<file path="src/rtl/muldiv_ctrl_if.sv">
// Request/response bundle between the execute stage and the RV64M
// multiply/divide engine.
interface muldiv_ctrl_if;
  logic        req_valid_i;
  logic        mul_en_i;
  logic [63:0] rs1_data_i;
  logic [63:0] rs2_data_i;
  logic        rs1_sign_i;
  logic        rs2_sign_i;
  logic        flush_i;
  logic        resp_ack_i;
  logic        resp_valid_o;
  logic [63:0] data_1_o;
  logic [63:0] data_2_o;
  logic        stall_o;
  logic        busy_o;

  modport master (
    output req_valid_i, mul_en_i,
    output rs1_data_i, rs2_data_i,
    output rs1_sign_i, rs2_sign_i,
    output flush_i, resp_ack_i,
    input  resp_valid_o, data_1_o,
    input  data_2_o, stall_o, busy_o
  );

  modport slave (
    input  req_valid_i, mul_en_i,
    input  rs1_data_i, rs2_data_i,
    input  rs1_sign_i, rs2_sign_i,
    input  flush_i, resp_ack_i,
    output resp_valid_o, data_1_o,
    output data_2_o, stall_o, busy_o
  );
endinterface

</file>
<file path="src/rtl/muldiv_ctrl.sv">
// RV64M iterative multiply/divide engine, 1 bit per cycle.
// Optional MULDIV_FAST_SPECIAL_EN: div-by-zero / signed overflow skip CALC.
module muldiv_ctrl (
  input  logic          clk,
  input  logic          rst,
  muldiv_ctrl_if.slave  bus
);

  typedef enum logic [1:0] {
    IDLE,
    CALC,
    FIX,
    DONE
  } state_e;

  state_e       state;
  logic [5:0]   cnt;
  logic         mul_q;
  logic         neg_res;
  logic         neg_rem;
  logic         dz;
  logic [127:0] opa;
  logic [63:0]  opb;
  logic [127:0] acc;
  logic         resp_valid;
  logic [63:0]  d1;
  logic [63:0]  d2;

  logic         neg1;
  logic         neg2;
  logic [63:0]  abs1;
  logic [63:0]  abs2;
  logic         zero_in;
  logic         fast_hit;
  logic [127:0] mul_nxt;
  logic [64:0]  rem_sh;
  logic         ge;
  logic [63:0]  rem_dif;
  logic [127:0] prod_neg;
  logic [63:0]  quo_fix;
  logic [63:0]  rem_fix;

  always_comb begin
    neg1    = bus.rs1_sign_i & bus.rs1_data_i[63];
    neg2    = bus.rs2_sign_i & bus.rs2_data_i[63];
    abs1    = neg1 ? 64'd0 - bus.rs1_data_i : bus.rs1_data_i;
    abs2    = neg2 ? 64'd0 - bus.rs2_data_i : bus.rs2_data_i;
    zero_in = (bus.rs2_data_i == 64'd0);
    fast_hit = 1'b0;
`ifdef MULDIV_FAST_SPECIAL_EN
    fast_hit = !bus.mul_en_i &&
      (zero_in ||
       (bus.rs1_sign_i && bus.rs2_sign_i &&
        bus.rs1_data_i == 64'h8000_0000_0000_0000 &&
        bus.rs2_data_i == 64'hFFFF_FFFF_FFFF_FFFF));
`endif
    mul_nxt  = opb[0] ? acc + opa : acc;
    rem_sh   = {acc[63:0], opa[63]};
    ge       = (rem_sh >= {1'b0, opb});
    rem_dif  = rem_sh[63:0] - opb;
    prod_neg = 128'd0 - acc;
    // Divide-by-zero quotient stays all ones; remainder keeps dividend sign
    quo_fix  = (neg_res && !dz) ? 64'd0 - opa[63:0] : opa[63:0];
    rem_fix  = neg_rem ? 64'd0 - acc[63:0] : acc[63:0];
  end

  always_ff @(posedge clk or negedge rst) begin
    if (!rst) begin
      state      <= IDLE;
      cnt        <= 6'd0;
      mul_q      <= 1'b0;
      neg_res    <= 1'b0;
      neg_rem    <= 1'b0;
      dz         <= 1'b0;
      opa        <= 128'd0;
      opb        <= 64'd0;
      acc        <= 128'd0;
      resp_valid <= 1'b0;
      d1         <= 64'd0;
      d2         <= 64'd0;
    end else if (bus.flush_i) begin
      state      <= IDLE;
      cnt        <= 6'd0;
      resp_valid <= 1'b0;
    end else begin
      unique case (state)
        IDLE: begin
          if (bus.req_valid_i) begin
            mul_q   <= bus.mul_en_i;
            neg_res <= neg1 ^ neg2;
            neg_rem <= neg1;
            dz      <= zero_in;
            cnt     <= 6'd0;
            acc     <= 128'd0;
            opa     <= {64'd0, abs1};
            opb     <= abs2;
            if (fast_hit) begin
              state      <= DONE;
              resp_valid <= 1'b1;
              d1 <= zero_in ? 64'hFFFF_FFFF_FFFF_FFFF
                            : 64'h8000_0000_0000_0000;
              d2 <= zero_in ? bus.rs1_data_i : 64'd0;
            end else begin
              state <= CALC;
            end
          end
        end
        CALC: begin
          if (mul_q) begin
            acc <= mul_nxt;
            opa <= opa << 1;
            opb <= opb >> 1;
          end else begin
            acc[63:0] <= ge ? rem_dif : rem_sh[63:0];
            opa[63:0] <= {opa[62:0], ge};
          end
          cnt <= cnt + 6'd1;
          if (cnt == 6'd63) state <= FIX;
        end
        FIX: begin
          if (mul_q) begin
            d1 <= neg_res ? prod_neg[63:0] : acc[63:0];
            d2 <= neg_res ? prod_neg[127:64] : acc[127:64];
          end else begin
            d1 <= quo_fix;
            d2 <= rem_fix;
          end
          resp_valid <= 1'b1;
          state      <= DONE;
        end
        DONE: begin
          if (bus.resp_ack_i) begin
            state      <= IDLE;
            resp_valid <= 1'b0;
          end
        end
        default: state <= IDLE;
      endcase
    end
  end

  assign bus.resp_valid_o = resp_valid;
  assign bus.data_1_o     = d1;
  assign bus.data_2_o     = d2;
  assign bus.busy_o       = (state != IDLE);
  assign bus.stall_o      = bus.req_valid_i && (state != DONE);

endmodule

</file>
<file path="src/flat_wrapper.sv">
// flat-port wrapper written by rule: the top's interface ports become plain ports
module muldiv_ctrl_flat 
  (clk, rst, bus_req_valid_i, bus_mul_en_i, bus_rs1_data_i, bus_rs2_data_i, bus_rs1_sign_i, bus_rs2_sign_i, bus_flush_i, bus_resp_ack_i, bus_resp_valid_o, bus_data_1_o, bus_data_2_o, bus_stall_o, bus_busy_o);
  muldiv_ctrl_if bus_i ();
  input  logic clk;
  input  logic rst;
  input wire logic [$bits(bus_i.req_valid_i)-1:0] bus_req_valid_i;
  input wire logic [$bits(bus_i.mul_en_i)-1:0] bus_mul_en_i;
  input wire logic [$bits(bus_i.rs1_data_i)-1:0] bus_rs1_data_i;
  input wire logic [$bits(bus_i.rs2_data_i)-1:0] bus_rs2_data_i;
  input wire logic [$bits(bus_i.rs1_sign_i)-1:0] bus_rs1_sign_i;
  input wire logic [$bits(bus_i.rs2_sign_i)-1:0] bus_rs2_sign_i;
  input wire logic [$bits(bus_i.flush_i)-1:0] bus_flush_i;
  input wire logic [$bits(bus_i.resp_ack_i)-1:0] bus_resp_ack_i;
  output wire logic [$bits(bus_i.resp_valid_o)-1:0] bus_resp_valid_o;
  output wire logic [$bits(bus_i.data_1_o)-1:0] bus_data_1_o;
  output wire logic [$bits(bus_i.data_2_o)-1:0] bus_data_2_o;
  output wire logic [$bits(bus_i.stall_o)-1:0] bus_stall_o;
  output wire logic [$bits(bus_i.busy_o)-1:0] bus_busy_o;
  assign bus_i.req_valid_i = bus_req_valid_i;
  assign bus_i.mul_en_i = bus_mul_en_i;
  assign bus_i.rs1_data_i = bus_rs1_data_i;
  assign bus_i.rs2_data_i = bus_rs2_data_i;
  assign bus_i.rs1_sign_i = bus_rs1_sign_i;
  assign bus_i.rs2_sign_i = bus_rs2_sign_i;
  assign bus_i.flush_i = bus_flush_i;
  assign bus_i.resp_ack_i = bus_resp_ack_i;
  assign bus_resp_valid_o = bus_i.resp_valid_o;
  assign bus_data_1_o = bus_i.data_1_o;
  assign bus_data_2_o = bus_i.data_2_o;
  assign bus_stall_o = bus_i.stall_o;
  assign bus_busy_o = bus_i.busy_o;
  muldiv_ctrl u_core (.clk(clk), .rst(rst), .bus(bus_i));
endmodule
</file>
<file path="config.mk">
export PLATFORM = sky130hd
export DESIGN_NAME = muldiv_ctrl_flat
export DESIGN_NICKNAME = d
export VERILOG_FILES = /design/src/rtl/muldiv_ctrl_if.sv /design/src/rtl/muldiv_ctrl.sv /design/src/flat_wrapper.sv
export SDC_FILE = /design/constraint.sdc
export NUM_CORES = 2
export LEC_CHECK = 0
export ABC_AREA = 1
export BUFFER_PORTS_ARGS = -buffer_cell sky130_fd_sc_hd__buf_2
export CAP_MARGIN = 5
export CORE_ASPECT_RATIO = 1.75
export CORE_UTILIZATION = 45
export DETAILED_ROUTE_END_ITERATION = 10
export SYNTH_ARGS = -nofsm -noshare
export SYNTH_HDL_FRONTEND = slang
export SYNTH_SLANG_ARGS = --single-unit
</file>
<file path="constraint.sdc">
create_clock -name clk -period 3.3 [get_ports clk]
set_input_delay 0.825 -clock clk [delete_from_list [all_inputs] [get_ports clk]]
set_output_delay 0.825 -clock clk [all_outputs]
set_load 0.02 [all_outputs]
</file>
==> results of run 1 <==
-- through the flow --
| step | instance area [sq um] | utilization (%) | std cells |
|---|---|---|---|
| after detailed placement | 59500 | 52.0 | 11500 |
| after CTS | 61400 | 53.7 | 11600 |
| after global placement | 59500 | 52.0 | 11500 |
| after floorplan | 51900 | - | 9418 |
-- what timing repair did --
item,4_1_cts
setup endpoints to repair,65
pin swaps,1
gates cloned,0
gates resized for setup,15
endpoints found under the hold margin,0
-- metal layers --
layer | GRT usage, % | GRT overflow
met2 | 91.3 | 406
met3 | 46.0 | 6
met5 | 15.0 | 0
met4 | 71.6 | 221
met1 | 69.0 | 3
-- cell families after synthesis --
| family | share of synthesized area [%] |
|---|---|
| xor gates and xnor gates | 2.57 |
| adders and majority gates | 4.90 |
| and+or+nand+nor | 43.1 |
| AOI/OAI and AO/OA | 14.3 |
| DFF | 22.2 |
| buffers and inverters | 12.8 |
==> flow_summary.yaml, run 1 <==
run_status:
  outcome: "did not finish"
  haltStage: "5_1_grt"
  error: "[ERROR GRT-0116] Global routing finished with congestion. Check the congestion regions in the DRC Viewer."
global_routing:
  grt_max_degree: 147
  overflow: 636
  grt_pass1_vias: 75600
  grt_use_total_pct: 69.3
  grt_pass1_wl_mm: 604
yosys:
  synth_largest_area_cell: "nand2_1"
  synth_area_per_cell_sq_um: 5.51
  synthTopCellsByCount: "nand2_1, inv_1, nor2_1"
  ys_warn_count: 0
  synth_edf_count: 0
  syn_nets: 9756
  synth_ff_type: "dfrtp_1"
  synth_area_leaders: "nand2_1, dfrtp_1, inv_1, nor2_1, nand3_1"
  ys_ff_latch: 461
  synthCells: 9418
  syn_area_sq_um: 51900
  async_flop_share_pct: 100
  synth.most_common_cell: "nand2_1"
  yosysSeqAreaShare_pct: 22.2
  ys_types: 52
  synth_top_area_share_pct: 22.9
placement:
  dpl_worst_slack_ns: -0.858
  gp_congestion: 1.22
  io_buffers: 266
  dp_hpwl_mm: 272
clock_tree:
  root_buffer: "clkbuf_16"
  clock_sinks: 461
  cts_buffer_depth: 3
  cts.htree.levels: 2
  post_cts_buffers: 0
  hold_buffers: 0
  cts_inserted_buffers: 53
die:
  io_pins: 267
  rows: 164
  initial_core_util_pct: 45.4
  die_w_um: 259
  die_h_um: 451
==> inputs of run 2 (changes only) <==
--- a/config.mk
+++ b/config.mk
@@ -8,9 +8,9 @@
 export ABC_AREA = 1
 export BUFFER_PORTS_ARGS = -buffer_cell sky130_fd_sc_hd__buf_2
 export CAP_MARGIN = 5
-export CORE_ASPECT_RATIO = 1.75
-export CORE_UTILIZATION = 45
+export CORE_UTILIZATION = 30
 export DETAILED_ROUTE_END_ITERATION = 10
+export PLACE_DENSITY_LB_ADDON = 0.15
 export SYNTH_ARGS = -nofsm -noshare
 export SYNTH_HDL_FRONTEND = slang
 export SYNTH_SLANG_ARGS = --single-unit
==> flow_summary.yaml, run 2 <==
routing:
  vias_per_cell: 5.41
  wl_per_cell_um: 28.0
  first_pass_iters: 7
  route.detailed.drc: 0
  num_vias: 68400
  wirelength_mm: 354
  antenna_left: 0
  drt_iter0_drc: 8728
yosys:
  syn_nets: 9756
  synthTopCellsByCount: "nand2_1, inv_1, nor2_1"
  ys_types: 52
  synth_ff_type: "dfrtp_1"
  ys_ff_latch: 461
  synth_area_leaders: "nand2_1, dfrtp_1, inv_1, nor2_1, nand3_1"
  syn_area_sq_um: 51900
  synth_area_per_cell_sq_um: 5.51
  synthCells: 9418
  synth_top_area_share_pct: 22.9
  synth_edf_count: 0
  ys_warn_count: 0
  synth_largest_area_cell: "nand2_1"
  synth.most_common_cell: "nand2_1"
  async_flop_share_pct: 100
  yosysSeqAreaShare_pct: 22.2
die:
  io_pins: 267
  die-area_sq_um: 175000
  core_area_sq_um: 172000
  die_w_um: 418
  rows: 152
  initial_core_util_pct: 30.2
  die_h_um: 418
placement:
  gp_congestion: 1.08
  dp_hpwl_mm: 300
  io_buffers: 266
global_routing:
  antenna_found_initial: 26
  grt_pass1_vias: 62900
  grt_use_total_pct: 39.5
  overflow: 0
  grt_max_degree: 135
  grt_pass1_wl_mm: 486
timing:
  tns_ns: -0.0259
  rsz0062_at_grt: "no"
  fin_crit_ns: 3.33
  fin_ws_ns: -0.0259
  max_slew_margin_pct: 5.45
  worstMarginPinSlew_ns: 1.40
  clock-skew-final_ns: 0.0561
  slew_violations: 0
  max_freq_mhz: 301
  timing.final.crit_share_pct: 101
  whs_ns: 0.0562
  setup_viol: 1
  hold_viol: 0
pwr:
  power_density_nw_per_um2: 1160
  power.leakage_nw: 33.6
  total_power_mw: 74.7
  vdd_drop_max_v: 0.000573
clock_tree:
  cts_inserted_buffers: 66
  clkTransAtPathRegs_ns: 0.06
  root_buffer: "clkbuf_16"
  cts.htree.levels: 3
  hold_buffers: 0
  cts_tree: "built"
  clk_latency_ns: 0.74
  clock_sinks: 461
  cts_buffer_depth: 3
critical_path:
  worstSetupStartpointType: "flip-flop"
  worstPathRequired_ns: 3.97
  path_max_fanout: 5
  critPathArrivalTime_ns: 3.99
  crit_path_end_kind: "flip-flop"
  critPathKind: "reg -> reg"
  r2r_cells: 13
final_layout:
  fill_cells: 19500
  layout_common_cells: "nand2_1, inv_1, nor2_1"
  area.growth.synth_to_final_pct: 23.9
  drive_gt1_share_pct: 12.4
  layout_commonest_cell: "nand2_1"
  largestRegisters: "u_core.acc (128), u_core.opa (128)"
  fin_nets: 10600
hold_path:
  hold_class: "in -> async"
run:
  max-cap-violations: 0
run_status:
  violations: "setup timing"
  outcome: "complete, but fails checks"
-- run 2: cell counts after synthesis --
Identical to the previous run, type by type.
-- run 2: final cells by class --
| class | instances | area [sq um] | area share (%) |
|---|---|---|---|
| Tap cell | 2310 | 2890 | 4.49 |
| Clock inverter | 22 | 298 | 0.463 |
| Clock buffer | 97 | 1920 | 2.98 |
| Inverter | 1490 | 5620 | 8.74 |
| Sequential cell | 461 | 11600 | 18.0 |
| Timing Repair Buffer | 1030 | 7930 | 12.3 |
| Multi-Input combinational cell | 7208 | 34100 | 53.0 |
| Antenna cell | 12 | 30.0 | 0.0467 |
-- run 2: final timing paths --
path | from | end | slack (ns)
hold / removal | rst | u_core.bus.data_2_o[34]$_DFFE_PN0P_ | 0.06
setup reg to reg | u_core.acc[1]$_DFFE_PN0P_ | u_core.bus.data_1_o[55]$_DFFE_PN0P_ | -0.03
hold reg to reg | u_core.bus.data_1_o[61]$_DFFE_PN0P_ | u_core.bus.data_1_o[61]$_DFFE_PN0P_ | 0.48
min in group clk | bus_resp_ack_i | u_core.bus.resp_valid_o$_DFFE_PN0P_ | 0.29
max in group asynchronous | rst | u_core.neg_res$_DFFE_PN0P_ | 2.22
setup / recovery | u_core.acc[1]$_DFFE_PN0P_ | u_core.bus.data_1_o[55]$_DFFE_PN0P_ | -0.03
-- run 2: metrics by stage --
step / setup slack (ns) / instances / area, sq um / util (%)
global placement: -0.383 / 12500 / 61700 / 35.9
finish: -0.0259 / 12600 / 64300 / 37.4
detailed placement: -0.328 / 12500 / 61700 / 35.9
CTS: 0.000501 / 12600 / 64000 / 37.3
floorplan: 0.758 / 9418 / 51900 / -
global route: 0.00292 / 12600 / 64300 / 37.4
-- run 2: cells by family after synthesis --
family / Yosys count / share of synthesized area (%)
xor+xnor: 152 / 2.57
buf+inv: 1749 / 12.8
fa+ha+maj: 202 / 4.90
compound gates: 1389 / 14.3
flops: 461 / 22.2
simple gates: 5465 / 43.1
-- run 2: layer usage --
metal / part of all wire (%) / GRT usage [%]
met5: 0.12 / 0.945
met4: 5.6 / 19.0
met3: 11 / 9.86
met2: 39 / 55.1
met1: 44 / 55.8
-- run 2: power breakdown --
part           internal [mW]  total, mW  switching, mW
logic                   16.1       55.5           39.4
clock network           4.45       7.81           3.36
registers               8.06       11.4           3.35
-- run 2: worst max-delay path, stage by stage (launching register included) --
cell and delay (ns):
dfrtp_1 0.48, inv_1 0.24, nand3_1 0.28, nor3_4 0.32, nand3_1 0.25, inv_1 0.20
buf_4 0.19, nand3_1 0.09, nand3_1 0.13, o211ai_1 0.37, o21ai_2 0.31, buf_4 0.26
nand2_1 0.07, nand2_1 0.05
-- run 2: timing repair --
| item | in CTS | in global routing |
|---|---|---|
| buffers inserted | 0 | 3 |
| setup endpoints to repair | 53 | 80 |
| resized for setup | 24 | 85 |
| pin swaps | 0 | 3 |
No activity file was read; power rests on OpenSTA's default activity.
